## config.mk

```make
export PLATFORM = sky130hd
export DESIGN_NAME = yutorina_rst_req_gen
export DESIGN_NICKNAME = d
export VERILOG_FILES = /design/src/rtl/yutorina_rst_req_gen_pkg.sv /design/src/rtl/yutorina_wdt_cnt.sv /design/src/rtl/yutorina_rst_req_gen.sv
export SDC_FILE = /design/constraint.sdc
export NUM_CORES = 1
export LEC_CHECK = 0
export ABC_AREA = 1
export CELL_PAD_IN_SITES_DETAIL_PLACEMENT = 1
export CELL_PAD_IN_SITES_GLOBAL_PLACEMENT = 1
export CORE_MARGIN = 10
export CORE_UTILIZATION = 38
export CTS_CLUSTER_DIAMETER = 60
export DETAILED_ROUTE_END_ITERATION = 10
export PLACE_DENSITY_LB_ADDON = 0.1
export SLEW_MARGIN = 10
export SYNTH_ARGS = -nofsm -noshare
export SYNTH_HDL_FRONTEND = slang
export SYNTH_SLANG_ARGS = --single-unit
```

## constraint.sdc

```tcl
create_clock -name clk -period 4.55 [get_ports clk]
set_clock_uncertainty 0.05 [all_clocks]
set_input_delay 0.6825 -clock clk [delete_from_list [all_inputs] [get_ports clk]]
set_output_delay 0.6825 -clock clk [all_outputs]
set_load 0.01 [all_outputs]
```

## src/rtl/yutorina_rst_req_gen_pkg.sv

```systemverilog
// Shared encodings for the reset-request generator: cause codes and FSM states.
// Latency: n/a (definitions only).
// Backpressure: n/a.
package yutorina_rst_req_gen_pkg;

  // Sticky reset cause codes reported on rst_cause
  localparam logic [1:0] CAUSE_NONE = 2'b00;
  localparam logic [1:0] CAUSE_SW   = 2'b01;
  localparam logic [1:0] CAUSE_WDT  = 2'b10;
  localparam logic [1:0] CAUSE_BOTH = 2'b11;

  // Request FSM states
  typedef enum logic [1:0] {
    ST_IDLE     = 2'b00,
    ST_HOLD     = 2'b01,
    ST_WAIT_ACK = 2'b10
  } state_t;

  // Encode the events seen in one cycle into a cause code
  function automatic logic [1:0] cause_enc(input logic sw, input logic wdt);
    logic [1:0] c;
    case ({wdt, sw})
      2'b01:   c = CAUSE_SW;
      2'b10:   c = CAUSE_WDT;
      2'b11:   c = CAUSE_BOTH;
      default: c = CAUSE_NONE;
    endcase
    return c;
  endfunction

endpackage

```

## src/rtl/yutorina_wdt_cnt.sv

```systemverilog
// Watchdog down-counter with one-shot timeout detection (and pre-warning with YUTORINA_WDT_WARN_EN).
// Latency: count updates every cycle; timeout is combinational from the registered count.
// Backpressure: none; timeout is a level that the caller samples or ignores.
module yutorina_wdt_cnt #(
  parameter int WDT_W = 16
`ifdef YUTORINA_WDT_WARN_EN
  , parameter int WARN_CYC = 64
`endif
) (
  input  logic             clk,
  input  logic             rst_,
  input  logic             i_en,
  input  logic [WDT_W-1:0] i_load,
  input  logic             i_kick,
  input  logic             i_reload,
  output logic [WDT_W-1:0] o_cnt,
  output logic             o_timeout
`ifdef YUTORINA_WDT_WARN_EN
  , output logic           o_warn
`endif
);

  localparam logic [WDT_W-1:0] ONE = WDT_W'(1);

  logic             r_en_d;
  logic             r_fired;
  logic [WDT_W-1:0] r_cnt;
  logic [WDT_W-1:0] w_cnt_nxt;
  logic             w_en_rise;
  logic             w_zero;
  logic             w_timeout;

  assign w_en_rise = i_en & ~r_en_d;
  assign w_zero    = (r_cnt == '0);
  // The edge cycle itself only loads; the timeout can fire from the cycle after.
  assign w_timeout = i_en & w_zero & ~i_kick & ~r_fired & ~w_en_rise;

  // Next count: FSM reload / enable edge, then kick, then decrement; frozen while disabled
  always_comb begin
    w_cnt_nxt = r_cnt;
    if (i_reload || w_en_rise) begin
      w_cnt_nxt = i_load;
    end else if (i_en) begin
      if (i_kick) begin
        w_cnt_nxt = i_load;
      end else if (!w_zero) begin
        w_cnt_nxt = r_cnt - ONE;
      end
    end
  end

  // Count, enable history and the one-shot flag that keeps a timeout from repeating at zero
  always_ff @(posedge clk or negedge rst_) begin
    if (!rst_) begin
      r_cnt   <= '0;
      r_en_d  <= 1'b0;
      r_fired <= 1'b0;
    end else begin
      r_cnt  <= w_cnt_nxt;
      r_en_d <= i_en;
      if (i_reload || w_en_rise || (i_en && i_kick)) begin
        r_fired <= 1'b0;
      end else if (w_timeout) begin
        r_fired <= 1'b1;
      end
    end
  end

  assign o_cnt     = r_cnt;
  assign o_timeout = w_timeout;

`ifdef YUTORINA_WDT_WARN_EN
  localparam logic [WDT_W-1:0] WARN_V = WDT_W'(WARN_CYC);

  logic r_warn;
  logic w_warn_nxt;

  // Only a real countdown through the threshold warns; loads at or below it never do.
  assign w_warn_nxt = i_en & (w_cnt_nxt == WARN_V) & (r_cnt != WARN_V) & (i_load > WARN_V);

  // One-cycle warning pulse aligned with the count showing the threshold
  always_ff @(posedge clk or negedge rst_) begin
    if (!rst_) begin
      r_warn <= 1'b0;
    end else begin
      r_warn <= w_warn_nxt;
    end
  end

  assign o_warn = r_warn;
`endif

endmodule

```

## src/rtl/yutorina_rst_req_gen.sv

```systemverilog
// Reset-request generator: merges software and watchdog requests into a stretched rst_req and a sticky cause.
// Latency: rst_req rises 1 cycle after the request; held HOLD_CYC cycles minimum, then until rst_ack.
// Backpressure: requests outside IDLE are dropped, never queued. Optional: YUTORINA_WDT_WARN_EN adds wdt_warn.
module yutorina_rst_req_gen #(
  parameter int WDT_W    = 16,
  parameter int HOLD_CYC = 8
`ifdef YUTORINA_WDT_WARN_EN
  , parameter int WARN_CYC = 64
`endif
) (
  input  logic             clk,
  input  logic             rst_,
  input  logic             wdt_en,
  input  logic [WDT_W-1:0] wdt_load,
  input  logic             wdt_kick,
  input  logic             sw_rst_req,
  input  logic             rst_ack,
  output logic             rst_req,
  output logic [1:0]       rst_cause,
  output logic [WDT_W-1:0] wdt_cnt,
  output logic             busy
`ifdef YUTORINA_WDT_WARN_EN
  , output logic           wdt_warn
`endif
);

  import yutorina_rst_req_gen_pkg::*;

  localparam int             HOLD_W    = $clog2(HOLD_CYC);
  localparam logic [HOLD_W-1:0] HOLD_INIT = HOLD_W'(HOLD_CYC - 1);
  localparam logic [HOLD_W-1:0] HOLD_ONE  = HOLD_W'(1);

  state_t            r_state;
  state_t            w_state_nxt;
  logic [HOLD_W-1:0] r_hold_cnt;
  logic [HOLD_W-1:0] w_hold_nxt;
  logic [1:0]        r_cause;
  logic [1:0]        w_cause_nxt;
  logic              r_rst_req;
  logic              w_reload;
  logic              w_timeout;

  yutorina_wdt_cnt #(
    .WDT_W    (WDT_W)
`ifdef YUTORINA_WDT_WARN_EN
    , .WARN_CYC (WARN_CYC)
`endif
  ) u_wdt_cnt (
    .clk       (clk),
    .rst_      (rst_),
    .i_en      (wdt_en),
    .i_load    (wdt_load),
    .i_kick    (wdt_kick),
    .i_reload  (w_reload),
    .o_cnt     (wdt_cnt),
    .o_timeout (w_timeout)
`ifdef YUTORINA_WDT_WARN_EN
    , .o_warn  (wdt_warn)
`endif
  );

  // Next-state, hold countdown and cause capture; the watchdog reloads on leaving WAIT_ACK
  always_comb begin
    w_state_nxt = r_state;
    w_hold_nxt  = r_hold_cnt;
    w_cause_nxt = r_cause;
    w_reload    = 1'b0;
    case (r_state)
      ST_IDLE: begin
        if (w_timeout || sw_rst_req) begin
          w_state_nxt = ST_HOLD;
          w_hold_nxt  = HOLD_INIT;
          w_cause_nxt = cause_enc(sw_rst_req, w_timeout);
        end
      end
      ST_HOLD: begin
        // Counter reaching 0 coincides with the move to WAIT_ACK; rst_ack is not looked at here.
        if (r_hold_cnt <= HOLD_ONE) begin
          w_state_nxt = ST_WAIT_ACK;
          w_hold_nxt  = '0;
        end else begin
          w_hold_nxt  = r_hold_cnt - HOLD_ONE;
        end
      end
      ST_WAIT_ACK: begin
        if (rst_ack) begin
          w_state_nxt = ST_IDLE;
          w_reload    = 1'b1;
        end
      end
      default: begin
        w_state_nxt = ST_IDLE;
      end
    endcase
  end

  // State registers; rst_req is registered from the next state so it cannot glitch between states
  always_ff @(posedge clk or negedge rst_) begin
    if (!rst_) begin
      r_state    <= ST_IDLE;
      r_hold_cnt <= '0;
      r_cause    <= CAUSE_NONE;
      r_rst_req  <= 1'b0;
    end else begin
      r_state    <= w_state_nxt;
      r_hold_cnt <= w_hold_nxt;
      r_cause    <= w_cause_nxt;
      r_rst_req  <= (w_state_nxt != ST_IDLE);
    end
  end

  assign rst_req   = r_rst_req;
  assign rst_cause = r_cause;
  assign busy      = (r_state != ST_IDLE);

endmodule

```

Yosys cells after proc, flatten, opt, wreduce, memory -nomap -nowiden
Cells that the tools add are included.
- magnitude comparators: 1
- $add $sub $neg: 2
- bitwise operators: 9
- eq/ne operators: 7
- reduce and logical (&&, ||, !) cells: 14
- multiplexer cells: 16
- operator list (operator ; number):
    16-bit 2-to-1 mux ; 4
    16-bit zero test ; 1
    16-bit by 1-bit subtractor with 16-bit output (second input constant) ; 1
    2-bit case mux with 3 select lines ; 2
    2-bit nonzero test ; 5
    2-bit equality test (second input constant) ; 3
    2-bit 2-to-1 mux ; 3
    3-bit 2-to-1 mux ; 2
    3-bit case mux with 2 select lines ; 1
    2-bit AND reduction ; 3
    1-bit AND ; 5
    2-bit by 1-bit equality test with 1-bit output (second input constant) ; 2
    1-bit 2-to-1 mux ; 4
    1-bit inverter ; 4
    3-bit by 1-bit less-or-equal comparator with 1-bit output (second input constant) ; 1
    1-bit logical OR ; 3
    3-bit != test (second input constant) ; 1
    3-bit by 1-bit subtractor with 3-bit output (second input constant) ; 1
    2-bit zero test ; 1
    2-bit != test (second input constant) ; 1
    1-bit logical AND ; 1
- register bits after elaboration: 26
- bits of input ports: 22
- output and inout bits: 20
- logic and storage cells: 56

Logic depth before layout (Yosys ltp)
- word-level depth: 9
- gate-level depth with buffers: 10
- mapped depth without buffers: 10

By module
Synthesis repeated with hierarchy kept, for this count alone.
- cells, all modules: 264
- area, all modules: 1779.2 um^2
- modules (own cells, without submodules) (module ; area each (um^2) ; cells each ; instances ; sequential area each (um^2)):
    yutorina_wdt_cnt ; 1376.3 ; 212 ; 1 ; 450.4
    yutorina_rst_req_gen ; 402.9 ; 52 ; 1 ; 200.2

Worst setup path before layout
Ideal clock, no wire load.
- path type: input to register
- start point: input rst_ack
- end point: register u_wdt_cnt.r_cnt[14], in the netlist u_wdt_cnt.o_cnt[14]
- stages: 9
- required time: 4.384 ns
- buffers on the path: 1
- arrival time: 1.445 ns
- library setup time: 0.116 ns
- setup slack: 2.938 ns
- cell sequence: nand3_1 nand3_1 inv_1 nand3_1 nand2_1 buf_4 nor2_1 nand2_1 nand2_1
- longest elaborated chain between the ends: 5
- RTL lines (element ; RTL line ; RTL):
    from (decl) ; yutorina_rst_req_gen.sv:17 ; input logic rst_ack,
    1-bit 2-to-1 mux * ; yutorina_rst_req_gen.sv:86 ; if (rst_ack) begin
    1-bit 2-to-1 mux * ; yutorina_rst_req_gen.sv:68 ; case (r_state)
    1-bit logical OR * ; yutorina_wdt_cnt.sv:41 ; if (i_reload || w_en_rise) begin
    3-bit != test (no source line) or 2-bit nonzero test (tied branches) ; - ;
    2-bit AND reduction (no source line) ; - ;
    to (signal assigned) ; yutorina_wdt_cnt.sv:59 ; r_cnt <= w_cnt_nxt;
    to (decl) ; yutorina_wdt_cnt.sv:27 ; logic [WDT_W-1:0] r_cnt;
Every way passes the cells marked *; elsewhere a longest branch is shown, timed or not.
A chain may end at the register's enable or synchronous reset.

Worst setup path in the final report
- start point: input wdt_en
- end point: register u_wdt_cnt.r_cnt[13], in the netlist u_wdt_cnt.o_cnt[13]
- longest elaborated chain between the ends: 4
- RTL lines (element ; RTL line ; RTL):
    from (decl) ; yutorina_rst_req_gen.sv:13 ; input logic wdt_en,
    1-bit AND ; yutorina_wdt_cnt.sv:33 ; assign w_en_rise = i_en & ~r_en_d;
    1-bit logical OR ; yutorina_wdt_cnt.sv:41 ;
    3-bit != test (no source line) or 2-bit nonzero test (tied branches) ; - ;
    2-bit AND reduction (no source line) ; - ;
Several ways; a longest one is shown, not always the timed one.

==> run_results.csv <==
group,metric,value,unit
outcome,status,"finished clean",
pwr,power_frac_seq,33.2,%
die,die_y,88.8,µm
synthesis,synth_flop_cell,"dfrtp_1",
grt,grt_pass1_vias,1919,
cts,clock_sinks,26,
synthesis,avgSynthCellArea,6.77,µm²
sta,hold_viol,0,
synthesis,ys_ff_latch,26,
pwr,combinationalPowerShare,49.6,%
pwr,p_int,657,µW
synthesis,synth_edf_count,0,
worst_setup_path,cp_max_fo,23,
synthesis,ys_async_sr_fraction,100,%
grt,grt_use_total,14.0,%
cts,clkSlewWorstSetupHoldPaths,100,ps
die,core_region_area,4470,µm²
die,start_util,40.2,%
sta,period_share,57.7,%
place,routabilityCongestion,0.823,
synthesis,synth-seq-area-share,36.1,%
synthesis,ys_types,25,
cts,cts_resized,0,
worst_setup_path,regToRegSetupSlack,2350,ps
sta,worstMarginPinSlew,684,ps
pwr,p_switching,491,µW
grt,grt_overflow,0,
detailed_routing,via_count,1786,
detailed_routing,drtIter0Drc,38,
sta,setup_slack,1930,ps
cts,clk_path_buf_depth,2,
worst_setup_path,worstSetupEndpointType,"flop",
sta,maxSlewViolCount,0,
sta,rsz0062_at_grt,"false",
detailed_routing,ant_nets,0,
cts,htreeDepth,1,
die,rows,24,
synthesis,yosys_warnings,0,
worst_setup_path,crit_required,4670,ps
synthesis,syn_nets,292,
finish,area_growth,29.3,%
detailed_routing,drcViolationCount,0,
sta,final.setup.tns,0,ps
die,dieArea,7890,µm²
sta,clock.fmax,0.381,GHz
pwr,peakVddDrop,0.259,mV
cts,cts_hold_buf,0,
finish,final_layout_size_suffix_gt1_share,8.77,%
die,pin_count,42,
synthesis,synthCells,266,
worst_setup_path,startpoint_type,"primary input",
cts,cts_buffers,3,
place,dp_hpwl,4050,µm
grt,grt_max_degree,27,
detailed_routing,wl_per_cell,14.3,µm
cts,cts_tree,"built",
pwr,power.leakage,0.00112,µW
place,port_buffers,41,
place,place_inst,356,
sta,relSlewSlack,54.3,%
sta,fin_crit,2620,ps
pwr,power.density_cell_area,493,nW/µm²
sta,setup_violations,0,
finish,nets,335,
detailed_routing,via_per_inst,4.96,
grt,grt_pass1_wl,8910,µm
min_path,hold_path.class,"reg -> reg",
flow_run,maxCapViolCount,0,
pwr,power_frac_clock,17.2,%
cts,cts_root_buffer,"clkbuf_8",
cts,cts_setup_buffers,0,
die,die_x,88.8,µm
pwr,p_sw_share,42.8,%
finish,finalNonFillerCells,360,
synthesis,syn-cell-area,1800,µm²
grt,antenna_found_initial,0,
detailed_routing,first_pass_iters,4,
worst_setup_path,critPathArrivalTime,2750,ps
finish,antenna_cells,0,
detailed_routing,routed_wirelength,5140,µm
worst_setup_path,crit_type,"in -> reg",
place,pre_cts_ws,1590,ps
cts,clkLatencyLatePin,280,ps
[cell usage after synthesis, types with 3 or more instances]
| cell type | number | area (µm²) |
|---|---|---|
| ha_1 | 4 | 50.1 |
| nor2_4 | 3 | 33.8 |
| nand4_1 | 6 | 37.5 |
| o21ai_0 | 11 | 55.1 |
| nand3_1 | 24 | 120 |
| dfrtp_1 | 26 | 651 |
| nor2_1 | 38 | 143 |
| buf_2 | 3 | 15.0 |
| o21ai_2 | 7 | 61.3 |
| inv_1 | 26 | 97.6 |
| nand2_1 | 97 | 364 |
[state kept, by name, summed over array words and instances, names as in the netlist]
name               count
r_hold_cnt             3
r_state                2
rst_cause              2
rst_req                1
u_wdt_cnt.o_cnt       16
u_wdt_cnt.r_en_d       1
u_wdt_cnt.r_fired      1
[final timing paths]
check,from,end,cells after the start
min in group asynchronous,rst_,u_wdt_cnt.o_cnt[4],2
setup / recovery,wdt_en,u_wdt_cnt.o_cnt[13],10
hold / removal,rst_cause[0],rst_cause[0],2
max in group asynchronous,rst_,u_wdt_cnt.o_cnt[9],2
hold reg to reg,rst_cause[0],rst_cause[0],2
setup reg to reg,r_state[1],u_wdt_cnt.o_cnt[13],9
[metrics by stage]
stage                     instance area [µm²]  util (%)  total power [µW]  hold slack, ps
after floorplan                          1800         -               733             337
after detailed placement                 2260      50.4               962             415
after global routing                     2330      52.0              1270             480
final                                    2330      52.0              1150             438
after CTS                                2330      52.0              1170             440
after global placement                   2260      50.4               944             408
[cell type report]
type / count / area (µm²)
Fill cell: 592 / 2150
Multi-Input combinational cell: 209 / 1020
Sequential cell: 26 / 651
Timing Repair Buffer: 43 / 425
Inverter: 26 / 97.6
Tap cell: 52 / 65.1
Clock buffer: 3 / 41.3
Clock inverter: 1 / 30.0
[power by group through the flow]
| stage | Sequential [µW] | Clock (µW) | Combinational (µW) |
|---|---|---|---|
| floorplan | 387 | 0 | 346 |
| global placement | 384 | 0 | 559 |
| detailed placement | 385 | 0 | 577 |
| CTS | 382 | 203 | 581 |
| global route | 394 | 213 | 660 |
| finish | 381 | 198 | 570 |
[per-layer routing]
| metal | GRT usage (%) | up-vias | routed length, µm | part of all wire, % |
|---|---|---|---|---|
| met5 | 0 | - | 0 | 0 |
| met4 | 3.67 | 0 | 34 | 0.66 |
| met3 | 3.03 | 4 | 232 | 4.5 |
| met2 | 24.3 | 24 | 2540 | 49 |
| met1 | 17.0 | 833 | 2340 | 45 |
| li1 | - | 925 | - | - |
[critical path, stage by stage]
cell	delay, ps
clkdlybuf4s50_1	450
nand2_1	90
nand3_1	70
buf_4	180
inv_1	520
nand3_1	140
nand2_1	390
nor2_1	80
nand2_1	70
nand2_1	60
[cell usage in the layout, fill, tap and decap left out, drive strengths merged, types with 2 or more instances in the layout]
cell and count:
buf 2, clkbuf 3, clkdlybuf4s50 41, dfrtp 26, ha 4, inv 26, nand2 101, nand3 26
nand3b 2, nand4 7, nor2 43, o21ai 18, or2 2, xnor2 2
[logic make-up (layout without fill, tap and decap cells)]
| group | after synthesis | in the layout | synth area share, % |
|---|---|---|---|
| buf+inv | 31 | 73 | 7.30 |
| fa+ha+maj | 4 | 4 | 2.78 |
| compound gates | 21 | 21 | 7.57 |
| simple gates | 181 | 181 | 44.8 |
| xor+xnor | 3 | 3 | 1.46 |
| flops | 26 | 26 | 36.1 |
No activity file was read; power rests on OpenSTA's default activity.
